**config.mk**
```make
export PLATFORM = sky130hd
export DESIGN_NAME = alu_result_demux
export DESIGN_NICKNAME = d
export VERILOG_FILES = /design/src/rtl/alu_result_demux.sv
export SDC_FILE = /design/constraint.sdc
export NUM_CORES = 1
export LEC_CHECK = 0
export CAP_MARGIN = 20
export CORE_ASPECT_RATIO = 0.7
export CORE_UTILIZATION = 46
export CTS_BUF_LIST = sky130_fd_sc_hd__clkbuf_4
export CTS_CLUSTER_SIZE = 14
export DETAILED_ROUTE_END_ITERATION = 10
export GPL_TIMING_DRIVEN = 0
export HOLD_SLACK_MARGIN = 0.08
export PLACE_DENSITY = 0.82
export REMOVE_ABC_BUFFERS = 1
export SLEW_MARGIN = 40
export SYNTH_ARGS = -nofsm -noshare
export SYNTH_HDL_FRONTEND = slang
export SYNTH_SLANG_ARGS = --single-unit
```
**constraint.sdc**
```tcl
create_clock -name CLK -period 2 [get_ports CLK]
set_clock_uncertainty 0.05 [all_clocks]
set_input_delay 0.2 -clock CLK [delete_from_list [all_inputs] [get_ports CLK]]
set_output_delay 0.2 -clock CLK [all_outputs]
set_load 0.005 [all_outputs]
```
**src/rtl/alu_result_demux.sv**
```systemverilog
// alu_result_demux: routes the ALU result into one of four destination
// holding registers (Zero/One/Two/Three) with a valid/ack handshake per
// destination and combinational back-pressure toward the ALU.
// Optional feature: define ALU_DEMUX_COUNT_EN to enable the accept counter;
// otherwise Accept_Count is tied to zero.

// One destination slot: holding register plus its valid flag.
module alu_result_demux_lane #(
  parameter int WIDTH = 16
) (
  input  logic             gclk,
  input  logic             grst_n,
  input  logic             wr,
  input  logic             ack,
  input  logic [WIDTH-1:0] din,
  output logic [WIDTH-1:0] q,
  output logic             vld
);

  // Data changes only on a write; a write wins over an ack (refill keeps vld).
  always_ff @(posedge gclk or negedge grst_n) begin
    if (!grst_n) begin
      q   <= '0;
      vld <= 1'b0;
    end else begin
      if (wr) q <= din;
      if (wr)       vld <= 1'b1;
      else if (ack) vld <= 1'b0;
    end
  end

endmodule

module alu_result_demux #(
  parameter int WIDTH = 16,
  parameter int CNT_W = 8
) (
  input  logic             CLK,
  input  logic             Reset_n,
  input  logic             In_Valid,
  output logic             In_Ready,
  input  logic [1:0]       ALUDest,
  input  logic [WIDTH-1:0] In_Data,
  output logic [WIDTH-1:0] Zero,
  output logic [WIDTH-1:0] One,
  output logic [WIDTH-1:0] Two,
  output logic [WIDTH-1:0] Three,
  output logic [3:0]       Out_Valid,
  input  logic [3:0]       Out_Ack,
  output logic [CNT_W-1:0] Accept_Count
);

  localparam int NUM_DEST = 4;

  logic                           accept;
  logic [NUM_DEST-1:0]            wr;
  logic [NUM_DEST-1:0][WIDTH-1:0] dreg;

  // A slot can take new data when empty or being drained this same cycle.
  assign In_Ready = !Out_Valid[ALUDest] | Out_Ack[ALUDest];
  assign accept   = In_Valid & In_Ready;

  genvar i;
  generate
    for (i = 0; i < NUM_DEST; i++) begin : g_lane
      assign wr[i] = accept & (ALUDest == 2'(i));

      alu_result_demux_lane #(.WIDTH(WIDTH)) u_lane (
        .gclk   (CLK),
        .grst_n (Reset_n),
        .wr     (wr[i]),
        .ack    (Out_Ack[i]),
        .din    (In_Data),
        .q      (dreg[i]),
        .vld    (Out_Valid[i])
      );
    end
  endgenerate

  assign Zero  = dreg[0];
  assign One   = dreg[1];
  assign Two   = dreg[2];
  assign Three = dreg[3];

`ifdef ALU_DEMUX_COUNT_EN
  logic [CNT_W-1:0] cnt;

  // Free-running count of accepted results, wrapping naturally.
  always_ff @(posedge CLK or negedge Reset_n) begin
    if (!Reset_n)    cnt <= '0;
    else if (accept) cnt <= cnt + CNT_W'(1);
  end

  assign Accept_Count = cnt;
`else
  assign Accept_Count = '0;
`endif

endmodule

```
Yosys cells after proc, flatten, opt, wreduce, memory -nomap -nowiden
Cells that the tools add are included.
{ "op_classes": {"addsub": 0, "mul": 0, "div": 0, "n_lt_le_gt_ge": 1, "n_eq_ne": 3, "shift": 0, "n_mux": 12, "n_bitwise": 6, "n_reduce_logical": 6} }
{ "ops": {"columns": ["operator", "n"], "rows": [
  ["$mux 1", 10],
  ["$reduce_bool 2->1", 4],
  ["$and 1x1->1", 5],
  ["$bmux 1 s2", 2],
  ["$eq 2x2->1 const B", 2],
  ["$lt 2x3->1 const B", 1],
  ["$eq 2x1->1 const B", 1],
  ["$logic_not 2->1", 1],
  ["$logic_not 1->1", 1],
  ["$or 1x1->1", 1]
]} }
{ "totals": {"regBits": 68, "latchBits": 0, "ram_bits": 0, "rom_bits": 0, "inputBits": 25, "output_inout_bits": 77, "wordCells": 36, "n_memories": 0} }

Longest topological paths before layout
{ "logic_depth": {"ltp_word": 7, "mapped_depth": 5, "depth_no_buf": 3} }

Modules after synthesis
From an unflattened synthesis, not the netlist that was laid out.
{ "hier_totals": {"cells_unflattened": 166, "area_unflattened_um2": 2897.8} }
{ "modules_own_cells": {"columns": ["module", "instances", "cells_per_inst", "area_per_inst_um2", "seq_area_each_um2"], "rows": [
  ["alu_result_demux_lane", 4, 37, 683.2, 425.4],
  ["alu_result_demux", 1, 18, 165.2, 0.0]
]} }

Least setup slack after synthesis
OpenSTA, ideal clock, no wires.
{ "synth_timing": {"path_kind": "register -> register", "from": "reg g_lane[2].u_lane.vld", "to": "reg g_lane[2].u_lane.q[10]", "setup_time_ps": 125, "arrival_time_ps": 1274, "required_ps": 1825, "slack_ps": 551, "path_stages_with_launch": 5, "path_buffers": 1, "period_less_slack_ps": 1449, "cell_sequence": "dfrtp_1 -> nand2b_1 -> nor3b_4 -> buf_8 -> mux2_4"} }
{ "synth_via": {"elab_chain_len": 6} }
{ "synth_lines": {"columns": ["element", "line_no", "rtl"], "rows": [
  ["start, declared", "17", "output logic vld"],
  ["start signal, assigned", "24", "vld <= 1'b0;"],
  ["start signal, assigned", "27", "if (wr) vld <= 1'b1;"],
  ["start signal, assigned", "28", "else if (ack) vld <= 1'b0;"],
  ["$bmux 1 s2", "60", "assign In_Ready = !Out_Valid[ALUDest] | Out_Ack[ALUDest];"],
  ["$mux 1 (not written as such)", "60", null],
  ["$logic_not 1->1", "60", null],
  ["$or 1x1->1", "60", null],
  ["$and 1x1->1", "61", "assign accept = In_Valid & In_Ready;"],
  ["$and 1x1->1", "66", "assign wr[i] = accept & (ALUDest == 2'(i));"],
  ["end signal, assigned", "26", "if (wr) q <= din;"],
  ["end, declared", "16", "output logic [WIDTH-1:0] q,"]
]} }
Every way passes these cells. The select of a mux whose other input is x is not followed.
A chain may end at the register's enable or synchronous reset.

Final worst setup path
{ "layout_timing": {"from": "reg g_lane[0].u_lane.vld", "to": "out In_Ready"} }
{ "layout_via": {"elab_chain_len": 4} }
{ "layout_lines": {"columns": ["element", "line_no", "rtl"], "rows": [
  ["start, declared", "17", null],
  ["start signal, assigned", "24", null],
  ["start signal, assigned", "27", null],
  ["start signal, assigned", "28", null],
  ["$bmux 1 s2", "60", null],
  ["$mux 1 (not written as such)", "60", null],
  ["$logic_not 1->1", "60", null],
  ["$or 1x1->1", "60", null],
  ["end, declared", "41", "output logic In_Ready,"]
]} }
Every way passes these cells. The select of a mux whose other input is x is not followed.

==> metrics.md <==
| Metric | Value |
|---|---|
| Status | complete, no violations |
| Reg-to-Reg End | g_lane[3].u_lane.q[2] |
| Via/cell ratio | 4.913 |
| Initial core utilization | 48.47% |
| GRT Util Overall | 20.15% |
| Post-synthesis xor/xnor area fraction | 0% |
| Synth top area cells | dfrtp_1 (60%), mux2_2 (17%), mux2_4 (12%) |
| Final min period | 1.877 ns |
| Largest net degree at the start of global routing | 37 |
| Total Wirelength | 5785 um |
| Worst-path fanout max | 3 |
| Detail-routed net length per standard cell | 16.77 um |
| Critical R2R Launch | g_lane[3].u_lane.vld |
| WHS | 0.2124 ns |
| Largest family of logic cells by synthesized area | multiplexers |
| Share of cells above drive strength 1 | 34.07% |
| Final Power | 3621 uW |
| MaxCap Viol Count | 0 |
| Ys async rst share | 100.0% |
| Yosys Warn Count | 0 |
| Grt ovf | 0 |
| Multiplexer share of the synthesized area | 29.30% |
| Core box area | 5842 um2 |
| Clock sinks | 68 |
| Compound-cell area share of the yosys netlist | 0.1768% |
| Avg Cell Area, Syn | 16.85 um2 |
| Initial antenna violation count | 0 |
| Num CTS Buffers | 9 |
| Post-layout nets | 291 |
| Final Cycle Share | 93.84% |
| Vias in the first global route | 1761 |
| Post-synth EDFFs | 0 |
| Vert. Die Dim | 67.64 um |
| #FFs+latches synth | 68 |
| DRT Pass-1 Iters | 4 |
| RSZ-0062 raised after global routing | no |
| Synth Area in Simple Gates | 4.110% |
| # fillers | 444 |
| Die area | 6478 um2 |
| Post-synth top area cell | dfrtp_1 |
| Worst EP required | 1.75 ns |
| GP Congestion | 0.6944 |
| # DRC | 0 |
| Via Count | 1695 |
| Synth top area share | 60.10% |
| FP Rows | 23 |
| H-tree depth | 3 |
| Final ANT Viol Nets | 0 |
| R2R depth | 4 |
| Gate Count Post-Synth | 168 |
| Cell Pwr Density | 932.5 nW/um2 |
| Critical path origin | g_lane[0].u_lane.vld |
| Crit path capture type | output pin |
| Number of I/O pins | 102 |
| Final hold violation count | 0 |
| Data arrival, critical path | 1.63 ns |
| Lkg Pwr | 0.001684 uW |
| WS Path Type | reg2out |
| Synth cell count leaders | dfrtp_1 (68), mux2_2 (42), mux2_4 (22) |
| Multi-input gate area | 992.2 um2 |
| Post-CTS Setup Bufs | 0 |
| DRT iter0 DRCs | 36 |
| Buffers on Ports | 93 |
| Last element of the critical path | In_Ready |
| DIE WIDTH | 95.77 um |
| Root Driver | clkbuf_4 |
| Cell Area, Synth | 2831 um2 |
| Most common cell in the netlist | dfrtp_1 |
| Detailed placer's ending HPWL | 4146 um |
| CP Launch Type | register |
| Worst Hold Class | in2async |
| Predominant post-synthesis flop cell | dfrtp_1 |
| Post-Synth Adder-Cell Area | 0% |
| FF/Latch Area | 1702 um2 |
| Clock tree buffer depth | 2 |
| VDD IR max | 556.9 uV |
| First-pass GRT wire length | 9197 um |
| Synth-to-layout area growth | 37.12% |
| Final slew viol count | 0 |
| Sequential area share after synthesis | 60.10% |
| ANT cells | 0 |
| FF-to-FF setup slack | 0.38 ns |
| CTS tree | yes |
| Yosys cell types | 19 |
| Final setup fails | 0 |
| Clk Latency, worst-skew pair | 0.40 ns |
| Maximum clock frequency | 532.8 MHz |
| Clk slew on worst S/H paths | 0.11 ns |
## flip-flops by register name, indices dropped and copies added (netlist names)
register / cells
g_lane.u_lane.q: 64
g_lane.u_lane.vld: 4
## worst max-delay path, cell delays in order, from the launching register on
cell           delay (ns)
dfrtp_1              0.41
nand2b_4             0.08
mux4_2               0.46
dlygate4sd2_1        0.28
## layout by cell type (no fill, tap or decap)
cell type,netlist,routed
clkdlybuf4s50_1,0,90
dfrtp_1,68,68
mux2_2,42,42
mux2_4,22,22
clkbuf_4,0,10
conb_1,1,8
nand2_1,4,4
nand2b_1,4,3
clkinv_2,0,3
clkinvlp_4,0,2
buf_4,13,2
dlygate4sd2_1,0,2
nand2b_4,0,1
mux4_2,0,1
nor2b_2,1,1
and3_4,1,1
nand3_1,1,1
nor2b_4,0,1
nand2_2,1,1
nor3b_4,1,1
nand3b_4,1,1
o21ai_0,1,1
dlygate4sd3_1,0,1
buf_6,2,1
buf_8,1,1
buf_12,2,1
## worst min path at each step
stage,from,end,slack (ns),cells past startpoint
5_1_grt,Reset_n,g_lane[1].u_lane.q[15],0.22,2
3_5_place_dp,Reset_n,g_lane[3].u_lane.q[15],0.12,1
4_1_cts,Reset_n,g_lane[3].u_lane.q[15],0.21,2
3_3_place_gp,g_lane[0].u_lane.q[6],g_lane[0].u_lane.q[6],0.44,1
6_report,Reset_n,g_lane[1].u_lane.q[15],0.21,2
2_1_floorplan,Reset_n,g_lane[0].u_lane.q[0],-0.15,0
## report_power, final
part	switching, uW	leakage (uW)	internal, uW
registers	157	0.000810	1650
logic	308	0.000816	785
clock network	462	0.0000580	256
## stage by stage
stage	instance area, um2	TNS, ns	worst slack (ns)	std cells	util, %
3_5_place_dp	3766	-1.214	-0.1615	329	64.47
2_1_floorplan	2683	-0.6458	-0.08429	157	-
5_1_grt	3882	0	0.04304	345	66.46
6_report	3882	0	0.1231	345	66.46
3_3_place_gp	3707	-127.20	-1.536	325	63.46
4_1_cts	3882	0	0.07784	345	66.46
## cells by family after synthesis
logic type | Yosys count
other | 1
flip-flops | 68
buffers and inverters | 18
AO/OA/AOI/OAI | 1
multiplexers | 65
AND/OR/NAND/NOR | 15
## cell type report
class | count | area share (%)
clock buffers | 10 | 1.934
clock inverters | 5 | 0.7734
multi-input cells | 89 | 25.56
flip-flops and latches | 68 | 43.83
well taps | 75 | 2.417
repair buffers | 98 | 25.49
## repair_timing
item,4_1_cts,5_1_grt
gates resized for setup,4,0
hold endpoints to repair,68,0
hold buffers,1,0
setup endpoints to repair,1,0
## routing by layer
metal | up-vias | GRT usage, % | share of wire, %
met4 | 0 | 7.836 | 0.86
met5 | - | 0 | 0
li1 | 759 | - | -
met3 | 4 | 11.37 | 11
met2 | 68 | 29.91 | 45
met1 | 864 | 24.45 | 43
(Power assumes the default switching activity.)
